$ cat config.mk
export PLATFORM = sky130hd
export DESIGN_NAME = mu0_boot_ctrl
export DESIGN_NICKNAME = d
export VERILOG_FILES = /design/src/rtl/mu0_boot_ctrl.sv
export SDC_FILE = /design/constraint.sdc
export NUM_CORES = 1
export LEC_CHECK = 0
export ABC_AREA = 1
export CAP_MARGIN = 25
export CORE_MARGIN = 2
export CORE_UTILIZATION = 50
export CTS_CLUSTER_DIAMETER = 60
export DETAILED_ROUTE_END_ITERATION = 7
export PLACE_DENSITY = 0.86
export SLEW_MARGIN = 30
export SYNTH_ARGS = -nofsm -noshare
export SYNTH_HDL_FRONTEND = slang
export SYNTH_SLANG_ARGS = --single-unit
$ cat constraint.sdc
create_clock -name clk -period 4.3 [get_ports clk]
set_input_delay 0.86 -clock clk [delete_from_list [all_inputs] [get_ports clk]]
set_output_delay 0.86 -clock clk [all_outputs]
set_load 0.05 [all_outputs]
$ cat src/rtl/mu0_boot_ctrl.sv
`default_nettype none
// +----------------------------------------------------------------------------+
// | mu0_boot_ctrl: loads an MU0 program image from a host, then runs the CPU   |
// | until STP or a cycle budget. Optional macro: BOOT_BREAKPOINT_EN.           |
// | Revision: 1.0                                                              |
// +----------------------------------------------------------------------------+
module mu0_boot_ctrl #(
  parameter int ADDR_W     = 12,
  parameter int DATA_W     = 16,
  parameter int LOAD_WORDS = 1024,
  parameter int MAX_CYCLES = 200,
  parameter int RST_CYCLES = 2
) (
  input  logic              clk,
  input  logic              rst,
  input  logic              start,
  input  logic              host_valid,
  input  logic [DATA_W-1:0] host_data,
  input  logic              host_last,
  output logic              host_ready,
  output logic              cpu_rst,
  input  logic [ADDR_W-1:0] cpu_address,
  input  logic [DATA_W-1:0] cpu_data_out,
  input  logic              cpu_memory_read,
  input  logic              cpu_memory_write,
  input  logic              cpu_fetch,
`ifdef BOOT_BREAKPOINT_EN
  input  logic              bp_valid,
  input  logic [ADDR_W-1:0] bp_addr,
  output logic              bp_hit,
`endif
  output logic [ADDR_W-1:0] mem_address,
  output logic [DATA_W-1:0] mem_wdata,
  output logic              mem_read,
  output logic              mem_write,
  input  logic [DATA_W-1:0] mem_rdata,
  output logic              busy,
  output logic              done,
  output logic              timeout,
  output logic [15:0]       cycle_count
);

  typedef enum logic [2:0] {
    S_IDLE      = 3'd0,
    S_LOAD      = 3'd1,
    S_RESET_CPU = 3'd2,
    S_RUN       = 3'd3,
    S_HALTED    = 3'd4,
    S_TIMEOUT   = 3'd5
  } state_t;

  localparam logic [ADDR_W-1:0] C_LAST_PTR  = ADDR_W'(LOAD_WORDS - 1);
  localparam logic [15:0]       C_LAST_RST  = 16'(RST_CYCLES - 1);
  localparam logic [15:0]       C_LAST_RUN  = 16'(MAX_CYCLES - 1);
  localparam logic [3:0]        C_OP_STP    = 4'h7;

  state_t              state_q, state_d;
  logic [ADDR_W-1:0]   ptr_q, ptr_d;
  logic [15:0]         rst_cnt_q, rst_cnt_d;
  logic [15:0]         cycle_q, cycle_d;
  logic                done_q, done_d;
  logic                timeout_q, timeout_d;
  logic                bp_hit_q, bp_hit_d;
  logic                stp_fetch;
  logic                bp_match;

  // Opcode is the top nibble of the word the CPU is fetching this cycle.
  assign stp_fetch = cpu_fetch && (mem_rdata[DATA_W-1 -: 4] == C_OP_STP);

`ifdef BOOT_BREAKPOINT_EN
  assign bp_match = bp_valid && cpu_fetch && (cpu_address == bp_addr);
  assign bp_hit   = bp_hit_q;
`else
  logic unused_bp;
  assign bp_match  = 1'b0;
  assign unused_bp = bp_hit_q;
`endif

  logic unused_rdata;
  assign unused_rdata = ^mem_rdata[DATA_W-5:0];

  always_ff @(posedge clk or posedge rst) begin
    if (rst) begin
      state_q   <= S_IDLE;
      ptr_q     <= '0;
      rst_cnt_q <= '0;
      cycle_q   <= '0;
      done_q    <= 1'b0;
      timeout_q <= 1'b0;
      bp_hit_q  <= 1'b0;
    end else begin
      state_q   <= state_d;
      ptr_q     <= ptr_d;
      rst_cnt_q <= rst_cnt_d;
      cycle_q   <= cycle_d;
      done_q    <= done_d;
      timeout_q <= timeout_d;
      bp_hit_q  <= bp_hit_d;
    end
  end

  always_comb begin
    state_d     = state_q;
    ptr_d       = ptr_q;
    rst_cnt_d   = rst_cnt_q;
    cycle_d     = cycle_q;
    done_d      = done_q;
    timeout_d   = timeout_q;
    bp_hit_d    = bp_hit_q;
    host_ready  = 1'b0;
    cpu_rst     = 1'b1;
    mem_address = '0;
    mem_wdata   = '0;
    mem_read    = 1'b0;
    mem_write   = 1'b0;

    case (state_q)
      S_IDLE, S_HALTED, S_TIMEOUT: begin
        if (start) begin
          state_d   = S_LOAD;
          ptr_d     = '0;
          cycle_d   = '0;
          done_d    = 1'b0;
          timeout_d = 1'b0;
          bp_hit_d  = 1'b0;
        end
      end

      S_LOAD: begin
        host_ready  = 1'b1;
        mem_address = ptr_q;
        mem_wdata   = host_data;
        mem_write   = host_valid;
        if (host_valid) begin
          ptr_d = ptr_q + 1'b1;
          // Stopping at the last slot means the pointer never wraps onto word 0.
          if (host_last || (ptr_q == C_LAST_PTR)) begin
            state_d   = S_RESET_CPU;
            rst_cnt_d = '0;
          end
        end
      end

      S_RESET_CPU: begin
        if (rst_cnt_q == C_LAST_RST) begin
          state_d = S_RUN;
          cycle_d = '0;
        end else begin
          rst_cnt_d = rst_cnt_q + 16'd1;
        end
      end

      S_RUN: begin
        cpu_rst     = 1'b0;
        mem_address = cpu_address;
        mem_wdata   = cpu_data_out;
        mem_read    = cpu_memory_read;
        mem_write   = cpu_memory_write;
        if (cycle_q != 16'hFFFF) begin
          cycle_d = cycle_q + 16'd1;
        end
        if (stp_fetch) begin
          state_d = S_HALTED;
          done_d  = 1'b1;
        end else if (bp_match) begin
          state_d  = S_HALTED;
          bp_hit_d = 1'b1;
        end else if (cycle_q == C_LAST_RUN) begin
          state_d   = S_TIMEOUT;
          timeout_d = 1'b1;
        end
      end

      default: begin
        state_d = S_IDLE;
      end
    endcase
  end

  assign busy        = (state_q != S_IDLE) && (state_q != S_HALTED) && (state_q != S_TIMEOUT);
  assign done        = done_q;
  assign timeout     = timeout_q;
  assign cycle_count = cycle_q;

endmodule
`default_nettype wire

-- After elaboration in Yosys (flattened, before gate mapping)
Index checks and enable logic that the tools add are counted.
- add/sub/neg operators: 3
- $mul: 0
- divide/modulo/power cells: 0
- order comparisons: 0
- eq/ne operators: 22
- shift-type cells: 0
- multiplexer cells: 30
- bitwise logic cells: 0
- reductions and logical operators: 17
- operators with widths (operator ; count):
    2-to-1 mux 16 bit ; 6
    case mux 16 bit (2 select lines) ; 2
    case mux 12 bit (2 select lines) ; 2
    case mux 16 bit (3 select lines) ; 1
    adder 16 x 1 -> 16 bit, second input constant ; 2
    2-to-1 mux 12 bit ; 2
    2-to-1 mux 3 bit ; 6
    != test 2 bit, second input constant ; 9
    == test 16 x 1 -> 1 bit, second input constant ; 1
    == test 16 x 8 -> 1 bit, second input constant ; 1
    != test 16 bit, second input constant ; 1
    adder 12 x 1 -> 12 bit, second input constant ; 1
    == test 12 x 10 -> 1 bit, second input constant ; 1
    case mux 3 bit (4 select lines) ; 1
    AND reduction 4 bit ; 3
    != test 3 bit, second input constant ; 3
    2-to-1 mux 1 bit ; 7
    == test 3 x 2 -> 1 bit, second input constant ; 2
    == test 3 bit, second input constant ; 2
    case mux 1 bit (2 select lines) ; 3
    AND reduction 3 bit ; 2
    nonzero test 2 bit ; 3
    nonzero test 3 bit ; 2
    AND reduction 5 bit ; 1
    6 further kinds ; 8
- register bits: 49
- bits in latches: 0
- memory bits (writable): 0
- memory bits (read-only): 0
- bits of input ports: 68
- word-level logic and storage cells: 78
- memories kept: 0

-- Logic depth before layout (Yosys ltp)
- depth after elaboration: 5
- mapped depth: 11
- gate-level depth less buffers: 11

-- Worst setup path before layout
No wires, ideal clock.
- kind: reg2out
- from: reg state_q[1]
- to: out mem_address[0]
- data arrival time: 1.866 ns
- data required time: 3.440 ns
- slack: 1.574 ns
- cell stages (with the launch flop): 5
- path through: dfrtp_1 inv_1 nand3_2 clkbuf_1 o21ai_0
- cells in the longest elaborated chain, start to end: 2
- elaborated cells between the ends (all ways): 3
- classes of those cells: eq/ne (2); mux (1)
- ends and longest elaborated chain (what ; line ; source):
    start, declared ; 57 ; state_t state_q, state_d;
    start signal, assigned ; 92 ; state_q <= state_d;
    == test 3 x 2 -> 1 bit or == test 3 x 1 -> 1 bit (tied branches) ; 117 ; case (state_q)
    case mux 12 bit (2 select lines) (*) ; 117 ;
    end, declared ; 32 ; output logic [ADDR_W-1:0] mem_address,
Every way passes the cells marked *; elsewhere a longest branch is shown, timed or not.

-- Worst setup path in the final report
- from: reg state_q[1]
- to: out mem_wdata[15]
- cells in the longest elaborated chain, start to end: 2
- elaborated cells between the ends (all ways): 3
- classes of those cells: eq/ne (2); mux (1)
- ends and longest elaborated chain (what ; line ; source):
    == test 3 x 2 -> 1 bit or == test 3 x 1 -> 1 bit (tied branches) ; 117 ;
    case mux 16 bit (2 select lines) (*) ; 117 ;
    end, declared ; 33 ; output logic [DATA_W-1:0] mem_wdata,
Marks and branches as above.

==> impl_metrics.ini <==
[status]
status = complete, no violations

[logic_synthesis]
synth_top_cells_by_area = dfrtp_1 (36%), nand2_1 (19%), nor2_1 (6.2%)
ys_types = 32
avgSynthCellArea_sq_um = 6.72
synth_ff_type = dfrtp_1
syn_inst = 511
synth-seq-cells = 49
ys_warn_count = 0
syn-cell-area_sq_um = 3430
syn_nets = 583
yosysTopAreaCellShare_pct = 35.7
synth_edf_count = 0
ys_async_sr_fraction_pct = 100
yosysTopAreaCell = dfrtp_1
ys_seq_area_share_pct = 35.7

[die]
dieArea_sq_um = 7550
num_rows = 30
dieWidth_microns = 86.9
core_area_sq_um = 6720
initial_core_util_pct = 51.1
io_pins = 119
dieHeight_microns = 86.9

[drt]
drt-total-wl_microns = 9310
first_pass_iters = 5
drt_iter0_drc = 265
vias = 3719
detail-route-antenna-nets = 0
avgViaCountPerCell = 5.35
drcViolationCount = 0
wire_per_inst_microns = 13.4

[cts]
cts.clk_slew.worst_paths_ns = 0.09
post-cts-setup-buffers = 0
insertion_delay_ns = 0.30
root_buffer = clkbuf_8
h-tree-depth = 2
cts_sinks = 49
ctsLongestPathBuffers = 2
cts_inserted_buffers = 5
postCtsHoldBufs = 0
ctsResizeCount = 0
cts_tree = done

[timing]
period_share_pct = 85.6
setup_viol = 0
finClkSkew_ns = 0.00566
finalHoldViolCount = 0
rsz0062_at_grt = no
tightest_slew_ns = 0.702
fmax_mhz = 272
timing.max_slew.rel_slack_pct = 52.9
slew_viol_final = 0
tns_ns = 0
final.min_clock_period_ns = 3.68

[pwr]
pwr-share-clk_pct = 12.5
p_comb_share_pct = 61.4
p_leak_nw = 2.11
vdd_ir_drop_max_mv = 0.323
switching_share_pct = 52.1
power_frac_seq_pct = 26.0
powerDensity_nw_per_um2 = 460
switchingPower_mw = 1.11
p_int_mw = 1.02

[critical_path]
slowest_delay_ns = 0.71
crit_path_cell_trace = inv_1 -> nand3_2 -> clkinv_1 -> a22o_1 -> clkdlybuf4s50_1
reg2reg_from = state_q[1]
worst_r2r_path_depth = 7
worstPathArrival_ns = 2.82
cp-end-kind = output pin
cp_slowest_cell = clkdlybuf4s50_1
worstPathRequired_ns = 3.44
path_max_fanout = 26
crit_type = reg2out
worstSetupStartpointType = flip-flop
regToRegEndpoint = rst_cnt_q[5]
r2r_slack_ns = 1.89

[flow_run]
cap_violations = 0

[finish]
fin_util_pct = 68.8
fin_nets = 686
nFillCells = 587
syn2layout_area_growth_pct = 34.7
diodes = 0
drive_gt1_share_pct = 6.02

[placement]
place_congestion = 0.937
dp_hpwl_microns = 6970
portBuffers = 106

[min_path]
hold_path.class = reg2reg
holdCritStartpoint = done
hold_depth = 2
hold_end = done

[grt]
grt_usage_pct = 25.1
grt_pass1_vias = 3506
grt_max_degree = 50
grt-ovfl-total = 0
grt_pass1_wl_microns = 15300
grt_antenna_before_repair = 0
## synthesized netlist by cell type (all sizes together) (4+ instances only)
| cell type | n |
|---|---|
| dfrtp | 49 |
| inv | 55 |
| nand2 | 176 |
| nand3 | 42 |
| ha | 4 |
| a21oi | 5 |
| a22o | 17 |
| nor2 | 63 |
| buf | 8 |
| xor2 | 8 |
| nor3 | 12 |
| o21ai | 34 |
| clkbuf | 4 |
| nand4 | 17 |
| xnor2 | 4 |
## layout make-up
| class | instances | area [sq um] | area share [%] |
|---|---|---|---|
| multi-input combinational | 394 | 1930 | 41.7 |
| sequential | 49 | 1230 | 26.5 |
| timing repair buffer | 108 | 1080 | 23.3 |
| inverter | 56 | 213 | 4.60 |
| tap | 80 | 100 | 2.16 |
| clock buffer | 6 | 72.6 | 1.57 |
| clock inverter | 2 | 10.0 | 0.216 |
## kinds of logic (layout without fill, tap and decap cells)
kind of cell,after synthesis,after routing,share of synthesized area (%)
compound gates,63,63,12.1
flops,49,49,35.7
xor+xnor,12,12,3.06
buf+inv,68,172,8.16
simple gates,315,315,39.5
fa+ha+maj,4,4,1.46
## metal layers
layer / up-vias / GRT usage, % / share of wire (%) / routed length, microns
li1: 1865 / - / - / -
met1: 1733 / 32.3 / 44 / 4070
met2: 108 / 43.2 / 51 / 4710
met3: 13 / 3.79 / 4.5 / 419
met4: 0 / 7.95 / 1.2 / 114
met5: - / 0 / 0 / 0
## worst max-delay path by stage
stage,cells after the start,from,end
after floorplan,4,state_q[1],mem_address[0]
after global placement,6,host_valid,mem_write
after detailed placement,6,host_valid,mem_write
after CTS,5,state_q[1],mem_wdata[14]
after global routing,5,state_q[1],mem_wdata[4]
final,5,state_q[1],mem_wdata[15]
## registers in the layout, summed over array words and instances, names as in the netlist
signal and count:
cycle_count 16, rst_cnt_q 16, ptr_q 12, state_q 3, done 1, timeout 1
## through the flow
stage / instances / setup slack, ns / area (sq um) / total power [mW] / hold WS (ns)
2_1_floorplan: 511 / 1.57 / 3430 / 1.50 / 0.467
3_3_place_gp: 687 / 0.913 / 4540 / 1.84 / 0.470
3_5_place_dp: 687 / 0.869 / 4540 / 1.87 / 0.481
4_1_cts: 695 / 0.606 / 4620 / 2.14 / 0.510
5_1_grt: 695 / 0.393 / 4620 / 2.26 / 0.558
6_report: 695 / 0.618 / 4620 / 2.13 / 0.508
## power by group through the flow
stage	sequential (mW)	clock [mW]	combinational, mW
floorplan	0.566	0	0.934
global placement	0.559	0	1.28
detailed placement	0.562	0	1.31
CTS	0.553	0.270	1.31
global route	0.563	0.289	1.41
finish	0.555	0.267	1.31
## cells in the final DEF (no fill, tap or decap), types with 4 or more instances in the layout
cell / instances
o21ai_0: 29
nand2_1: 172
a21oi_1: 5
clkdlybuf4s50_1: 106
ha_1: 4
xnor2_1: 4
nor2_2: 5
nand2_2: 4
a22o_1: 17
nand4_1: 17
o21ai_2: 5
xor2_1: 8
clkbuf_8: 5
nand3_1: 39
dfrtp_1: 49
inv_1: 50
inv_2: 4
nor2_1: 57
nor3_1: 11
## critical path: cells and delay by family (launching register included)
kind / cells / cell delay (ns)
AND/OR/NAND/NOR: 1 / 0.24
AO/OA/AOI/OAI: 1 / 0.44
buffers and inverters: 3 / 1.44
flip-flops: 1 / 0.39
Note: power is estimated with default switching activity, not from simulation.
